**config.mk**
```make
export PLATFORM = sky130hd
export DESIGN_NAME = wb_stage
export DESIGN_NICKNAME = d
export VERILOG_FILES = /design/src/rtl/wb_stage.sv
export SDC_FILE = /design/constraint.sdc
export NUM_CORES = 1
export LEC_CHECK = 0
export ABC_CLOCK_PERIOD_IN_PS = 2700
export CORE_MARGIN = 2
export CORE_UTILIZATION = 45
export DETAILED_ROUTE_END_ITERATION = 10
export PLACE_DENSITY = 0.67
export SKIP_CTS_REPAIR_TIMING = 1
export SLEW_MARGIN = 5
export SYNTH_ARGS = -nofsm -noshare
export SYNTH_HDL_FRONTEND = slang
export SYNTH_SLANG_ARGS = --single-unit
```
**constraint.sdc**
```tcl
create_clock -name clk -period 2.7 [get_ports clk]
set_input_delay 0.54 -clock clk [delete_from_list [all_inputs] [get_ports clk]]
set_output_delay 0.54 -clock clk [all_outputs]
set_load 0.05 [all_outputs]
```
**src/rtl/wb_stage.sv**
```systemverilog
// wb_stage: MEM/WB register, write-back select, bypassed 16x16 register file, halt flag and retire counter
module wb_stage (
  input  logic        clk,
  input  logic        rest,
  input  logic        SpecialChangeMEMWB,
  input  logic        FlushMEMWB,
  input  logic [15:0] Controll_Signal_In,
  input  logic [15:0] Read1_In,
  input  logic [15:0] AluOrMem_In,
  input  logic [15:0] Adder_Result_In,
  input  logic [3:0]  Rd_In,
  input  logic [3:0]  Ra_Addr,
  input  logic [3:0]  Rb_Addr,
  output logic [15:0] Ra_Data,
  output logic [15:0] Rb_Data,
  output logic        Wb_Enable,
  output logic [3:0]  Wb_Rd,
  output logic [15:0] Wb_Data,
  output logic        Halted,
  output logic [15:0] Retired_Count
);
  logic [15:0] ctrl_q, r1_q, am_q, add_q, cnt_q;
  logic [3:0]  rd_q;
  logic [15:0] rf_q [16];
  logic        halt_q, commit;
  always_comb begin
    Wb_Data   = ctrl_q[2:1] == 2'b00 ? am_q :
                ctrl_q[2:1] == 2'b01 ? add_q :
                ctrl_q[2:1] == 2'b10 ? r1_q : {am_q[7:0], am_q[15:8]};
    Wb_Rd     = rd_q;
    Wb_Enable = ctrl_q[15] & ctrl_q[0] & ~halt_q;
    commit    = ctrl_q[15] & ~SpecialChangeMEMWB & ~halt_q;
    Ra_Data   = Ra_Addr == 4'd0 ? 16'd0 : (Wb_Enable && Wb_Rd == Ra_Addr) ? Wb_Data : rf_q[Ra_Addr];
    Rb_Data   = Rb_Addr == 4'd0 ? 16'd0 : (Wb_Enable && Wb_Rd == Rb_Addr) ? Wb_Data : rf_q[Rb_Addr];
    Halted        = halt_q;
    Retired_Count = cnt_q;
  end
  always_ff @(posedge clk) begin
    if (!rest) begin
      ctrl_q <= '0;
      r1_q   <= '0;
      am_q   <= '0;
      add_q  <= '0;
      rd_q   <= '0;
      cnt_q  <= '0;
      halt_q <= 1'b0;
      for (int i = 0; i < 16; i++) rf_q[i] <= '0;
    end else begin
      if (FlushMEMWB) begin
        ctrl_q <= '0;
        r1_q   <= '0;
        am_q   <= '0;
        add_q  <= '0;
        rd_q   <= '0;
      end else if (!SpecialChangeMEMWB) begin
        ctrl_q <= Controll_Signal_In;
        r1_q   <= Read1_In;
        am_q   <= AluOrMem_In;
        add_q  <= Adder_Result_In;
        rd_q   <= Rd_In;
      end
      if (commit) begin
        if (ctrl_q[0] && rd_q != 4'd0) rf_q[rd_q] <= Wb_Data;
        cnt_q <= cnt_q + 16'd1;
        if (ctrl_q[3]) halt_q <= 1'b1;
      end
    end
  end
endmodule

```
== Yosys cells after proc, flatten, opt, wreduce, memory -nomap -nowiden ==
Memories as Yosys holds them, arrays and structs flattened.
Cells that the tools add are included.
Word-level totals
  output and inout bits: 70
  flip-flop bits (word level): 85
  RAM bits: 256
  logic and storage cells: 45
  bits in read-only memories: 0
  bits in latches: 0
  memories kept: 1
Cells by class
  bitwise gates (word level): 7
  equality and inequality tests: 4
  reductions and logical operators: 10
  add/sub/neg operators: 1
  shift-type cells: 0
  divide/modulo/power cells: 0
  muxes and demuxes: 15
  multipliers: 0
  $lt $le $gt $ge: 0
Memory list
  rf_q: words 16, bits a word 16, rd ports 2, clocked after Yosys merged registers in 0, write ports 16, line 24  | logic [15:0] rf_q [16];
Operators by type and width (count)
  two-way mux 16 bit: 8
  adder 16 x 1 -> 16 bit, second input constant: 1
  OR reduction 16 bit: 1
  == test 4 bit: 2
  zero test 4 bit: 2
  two-way mux 1 bit: 6
  AND 1 bit: 4
  two-way mux 4 bit: 1
  nonzero test 4 bit: 1
  logical AND 1 bit: 3
  inverter 1 bit: 3
  == test 2 x 1 -> 1 bit, second input constant: 1
  == test 2 bit, second input constant: 1
  zero test 2 bit: 1
  AND reduction 2 bit: 1
  OR reduction 2 bit: 1

== Depth between registers and ports, before layout ==
Gate-level depths: netlist of run 1.
  depth after elaboration: 8
  depth in mapped cells: 8
  depth with buffers taken out: 5

== Worst setup path before layout of run 1 ==
OpenSTA, ideal clock, no wires.
  path kind: register -> output
  start point: register rd_q[2] (netlist: Wb_Rd[2])
  end point: output port Rb_Data[10]
  cell stages (with the launch flop): 8
  arrival time: 2.675 ns
  path slack: -0.515 ns
  path through: dfxtp_1 -> clkbuf_2 -> xnor2_1 -> nand4_1 -> or2_1 -> clkbuf_1 -> clkbuf_1 -> a31oi_1
On the way
  cells in the longest elaborated chain, start to end: 4
Ends and longest elaborated chain
  from (decl): line 23  | logic [3:0] rd_q;
  from (signal assigned): line 60  | rd_q <= Rd_In;
  == test 4 bit: line 34  | Rb_Data = Rb_Addr == 4'd0 ? 16'd0 : (Wb_Enable && Wb_Rd == Rb_Addr) ? Wb_Data : rf_q[Rb_Addr];
  logical AND 1 bit: line 34
  two-way mux 16 bit (2 in a row): line 34
  to (decl): line 15  | output logic [15:0] Rb_Data,
Every way passes these cells.

== Worst setup path after layout of run 1 ==
  start point: register ctrl_q[2]
  end point: output port Rb_Data[7]
On the way
  cells in the longest elaborated chain, start to end: 6
  elaborated cells on any way between the ends: 8
Ends and longest elaborated chain
  from (decl): line 22  | logic [15:0] ctrl_q, r1_q, am_q, add_q, cnt_q;
  from (signal assigned): line 56  | ctrl_q <= Controll_Signal_In;
  == test 2 bit: line 29  | ctrl_q[2:1] == 2'b10 ? r1_q : {am_q[7:0], am_q[15:8]};
  two-way mux 16 bit: line 29
  two-way mux 16 bit: line 28  | ctrl_q[2:1] == 2'b01 ? add_q :
  two-way mux 16 bit *: line 27  | Wb_Data = ctrl_q[2:1] == 2'b00 ? am_q :
  two-way mux 16 bit * (2 in a row): line 34
Every way passes the cells marked *; elsewhere a longest branch is shown, timed or not.

==> PnR_summary.wiki, run 1 <==
{| class="wikitable"
! Metric !! Value
|-
| Result of the run || finished, violations left
|-
| Violations in the final reports || negative setup slack
|-
| Routability Congestion || 0.971
|-
| R2R Path Start || ctrl_q[15]
|-
| Worst Max-Slew Pin Slew || 0.956 ns
|-
| Final instance area || 24400 um2
|-
| Setup TNS Final || -4.69 ns
|-
| Full die area || 39200 um2
|-
| Fraction of synthesized cell area taken by the top area cell type || 0.454
|-
| WL per Instance || 27.8 um
|-
| Inserted Diodes || 0
|-
| Highest clock rate || 342 MHz
|-
| Number of hold-slack violations in the final timing report || 0
|-
| Critical-path cell with the highest stage delay || sky130_fd_sc_hd__dfxtp_4
|-
| Relative contribution of the clock network to total power || 0.377
|-
| Synthesized area divided by synthesized cell count || 12.2 um2
|-
| Clock Skew || 0.0198 ns
|-
| Final setup margin || -0.223 ns
|-
| Worst-case headroom to the max-slew limit || 0.363
|-
| Leading cell types by total area after synthesis || sky130_fd_sc_hd__edfxtp_1, sky130_fd_sc_hd__mux2i_1, sky130_fd_sc_hd__dfxtp_1, sky130_fd_sc_hd__mux4_2, sky130_fd_sc_hd__nor2_1
|-
| Final max-slew violation count || 0
|-
| LEAKAGE || between 8 and 9 nW
|-
| All-layer global routing usage || 0.298
|-
| Clk slew on worst S/H paths || 0.06 ns
|-
| Total number of clock tree sinks || 330
|-
| First-iteration detailed-routing DRC count || 1905
|-
| Maximum ir drop on the vdd rail || 0.509 mV
|-
| Width of the die || 198 um
|-
| Vias after detailed routing || 13878
|-
| Net switching power || 3.49 mW
|-
| R2R cell count || 5
|-
| Number of vias per cell || between 6 and 7
|-
| Endpoint with the worst hold slack || Retired_Count[1]
|-
| Startpoint class of the critical path || register
|-
| Starting density of the core || 0.453
|-
| Initial antenna violation count || 1
|-
| Clock insertion delay at the later pin of the skew report || 0.55 ns
|-
| Combinational group share of total power || 0.183
|-
| Count of flip-flops with a built-in enable after synthesis || 256
|-
| Clock tree from TritonCTS || yes
|-
| Internal power summed over all cells || around 9.5 mW
|-
| Count of fill cells added during filler insertion || roughly 2600
|-
| Launch point of the worst hold path || SpecialChangeMEMWB
|-
| Cell taking the most area after synthesis || sky130_fd_sc_hd__edfxtp_1
|-
| Internal reg-to-reg setup slack || 0.57 ns
|-
| Number of nets with antenna violations after detailed routing || 0
|-
| Power Density || 533 nW/um2
|-
| Number of storage elements in the synthesis netlist || 330
|-
| Net count reported at finish || 1781
|-
| CTS H-Tree Depth || 2
|-
| Core footprint || 37400 um2
|-
| First-pass GRT wire length || 84.8 mm
|-
| Cell Area, Placed || around 21000 um2
|-
| # DRC || 0
|-
| Post-synthesis sequential area ratio || 0.541
|-
| Total CTS buffers || 37
|-
| Worst hold slack || 0.455 ns
|-
| Wire length after detailed routing || 62.2 mm
|-
| Unrepaired setup endpoints after global routing || true
|-
| Vias in the first global route || 13060
|-
| Synthesis-to-layout area growth || 44.3%
|-
| Cells after synthesis || approximately 1400
|-
| Post-layout minimum cycle time || just under 3 ns
|-
| Largest net degree at the start of global routing || slightly below 60
|-
| Initial DRT Pass Iterations || 6
|-
| Proportion of register bits with asynchronous set or reset after synthesis || 0
|-
| Total of endpoints with negative setup slack in the final report || 35
|-
| Worst Path Arrival || 2.38 ns
|-
| CP peak stage delay || 0.42 ns
|-
| Half-perimeter wire length of the detailed placement result || roughly 41 mm
|-
| Final cycle utilization of the critical path || 1.08
|-
| Register share of total power || 0.440
|-
| Total of warnings raised by yosys || 0
|-
| Required time at the worst-slack endpoint || 2.16 ns
|-
| Critical path type || reg2out
|-
| Cell chosen for the clock root || sky130_fd_sc_hd__clkbuf_16
|-
| Multi-input gate area || 8860 um2
|-
| Sort of element at the end of the critical path || output port
|-
| Fraction of final layout cells with drive strength greater than 1 || 0.373
|-
| Die outline height || 198 um
|-
| Number of core rows || 71
|-
| Worst R2R End || rf_q[2][5]
|-
| Worst path cell trace || clkbuf_16, mux2i_1, mux2_4, clkinvlp_4, o31ai_4, a31oi_4, buf_12
|-
| IO Port Bufs || approximately 140
|-
| Worst min path class || in2reg
|-
| Hold path depth || 5
|-
| Reported max-cap violation count || 0
|-
| Worst Setup Slack post-DPL || -0.747 ns
|-
| Switching part of the total power || 0.268
|-
| Overflow after GRT || 0
|-
| Peak fanout along the critical path || 12
|-
| Storage element area || 9190 um2
|-
| Maximum count of clock buffers along a single path || 3
|-
| Ports placed on the boundary || 150
|-
| Distinct cells, synth || 58
|-
| Synthesized cell area || 16900 um2
|-
| Synth Flop Type || sky130_fd_sc_hd__edfxtp_1
|}
per-stage QoR:
stage	instances	power (mW)	util
5_1_grt	2239	13.3	0.654
6_report	2239	13.0	0.654
3_5_place_dp	2111	7.84	0.563
2_1_floorplan	1408	6.87	-
3_3_place_gp	2111	7.81	0.563
4_1_cts	2178	12.7	0.594
cell families after synthesis:
| kind of cell | share of synthesized area |
|---|---|
| buf+inv | 0.0395 |
| compound gates | 0.0693 |
| other cells | 0.000221 |
| xor+xnor | 0.00879 |
| simple gates | 0.113 |
| mux | 0.227 |
| flops | 0.541 |
| fa+ha+maj | 0.000738 |
sequential cells by signal, indices dropped and copies added, names as in the netlist:
| signal | flops |
|---|---|
| add_q | 16 |
| am_q | 16 |
| rf_q | 256 |
| ctrl_q | 5 |
| Wb_Rd | 4 |
| r1_q | 16 |
| Retired_Count | 16 |
| Halted | 1 |
cell usage after synthesis (all sizes together), types with 24 or more instances:
cell type	n
o22ai	64
nand2	31
edfxtp	256
mux2i	218
buf	61
dfxtp	74
a21oi	24
o31ai	35
clkbuf	65
mux4	64
nand3	26
nor2	308
routing by layer:
layer / GRT usage / vias up / share of wire
met3: 0.0577 / 213 / 0.11
li1: - / 5829 / -
met1: 0.392 / 6835 / 0.37
met4: 0.149 / 0 / 0.058
met2: 0.473 / 1001 / 0.47
met5: 0 / - / 0
power by group through the flow:
| stage | Clock, mW | Combinational (mW) | Sequential [mW] |
|---|---|---|---|
| after floorplan | 0 | 1.07 | 5.79 |
| after global placement | 0 | 2.00 | 5.81 |
| after detailed placement | 0 | 2.01 | 5.82 |
| after CTS | 4.94 | 2.02 | 5.72 |
| after global routing | 5.14 | 2.44 | 5.74 |
| final | 4.91 | 2.38 | 5.73 |
cell usage in the layout (no fill, tap or decap), types with 6 or more instances in the layout:
master                            synthesis  final
sky130_fd_sc_hd__clkinv_2                 0      8
sky130_fd_sc_hd__inv_1                   20      7
sky130_fd_sc_hd__buf_4                    4    170
sky130_fd_sc_hd__a31oi_4                  0     14
sky130_fd_sc_hd__o31ai_4                  0     26
sky130_fd_sc_hd__buf_12                   2     86
sky130_fd_sc_hd__edfxtp_1               256    256
sky130_fd_sc_hd__mux4_2                  57     64
sky130_fd_sc_hd__nand2_1                 28     28
sky130_fd_sc_hd__o22ai_2                  0     17
sky130_fd_sc_hd__o31ai_2                  0      6
sky130_fd_sc_hd__xor2_1                   8      7
sky130_fd_sc_hd__a21oi_4                  0     14
sky130_fd_sc_hd__mux2_4                   0     18
sky130_fd_sc_hd__nand3_1                 23     21
sky130_fd_sc_hd__clkdlybuf4s50_1          0     80
sky130_fd_sc_hd__a21oi_1                 24      7
sky130_fd_sc_hd__nor2_1                 304    304
sky130_fd_sc_hd__buf_6                    2     24
sky130_fd_sc_hd__and3_4                   0     13
sky130_fd_sc_hd__a2111oi_4                0     15
sky130_fd_sc_hd__o22ai_1                 64     38
sky130_fd_sc_hd__clkinvlp_4               0     11
sky130_fd_sc_hd__clkinv_1                 1      6
sky130_fd_sc_hd__o22ai_4                  0      9
sky130_fd_sc_hd__dfxtp_1                 74     67
sky130_fd_sc_hd__mux2i_2                  0      8
sky130_fd_sc_hd__a211oi_2                 0     14
sky130_fd_sc_hd__clkbuf_16                0     48
sky130_fd_sc_hd__conb_1                   1     16
sky130_fd_sc_hd__mux2i_4                  0      8
sky130_fd_sc_hd__mux2i_1                218    202
worst max-delay path: cells and delay by family (launching register included):
kind | cells | cell delay, ns
muxes | 2 | 0.42
AOI/OAI and AO/OA | 2 | 0.41
DFF | 1 | 0.42
buffers and inverters | 3 | 0.57
layout make-up:
type | count | area share
Clock inverter | 24 | 0.00844
Multi-Input combinational cell | 931 | 0.363
Timing Repair Buffer | 379 | 0.182
Sequential cell | 330 | 0.376
Tap cell | 511 | 0.0262
Inverter | 21 | 0.00512
Clock buffer | 43 | 0.0397
worst max path at each step:
stage | from | to | slack (ns) | depth (start not counted)
3_3_place_gp | Rb_Addr[3] | Rb_Data[14] | -0.78 | 8
4_1_cts | Rb_Addr[3] | Rb_Data[14] | -0.75 | 8
5_1_grt | ctrl_q[2] | Rb_Data[11] | -0.24 | 7
3_5_place_dp | Rb_Addr[3] | Rb_Data[14] | -0.75 | 8
2_1_floorplan | Rb_Addr[1] | Rb_Data[10] | -0.05 | 7
6_report | ctrl_q[2] | Rb_Data[7] | -0.22 | 7
Note: power is estimated with default switching activity, not from simulation.
==> inputs of run 2 (changes only) <==
--- a/config.mk
+++ b/config.mk
@@ -5,9 +5,9 @@
 export SDC_FILE = /design/constraint.sdc
 export NUM_CORES = 1
 export LEC_CHECK = 0
-export ABC_CLOCK_PERIOD_IN_PS = 2700
 export CORE_MARGIN = 2
 export CORE_UTILIZATION = 45
+export CTS_CLUSTER_SIZE = 28
 export DETAILED_ROUTE_END_ITERATION = 10
 export PLACE_DENSITY = 0.67
 export SKIP_CTS_REPAIR_TIMING = 1
==> results of run 2 <==
The final DEF is identical to that of run 1; final timing and power are the same.
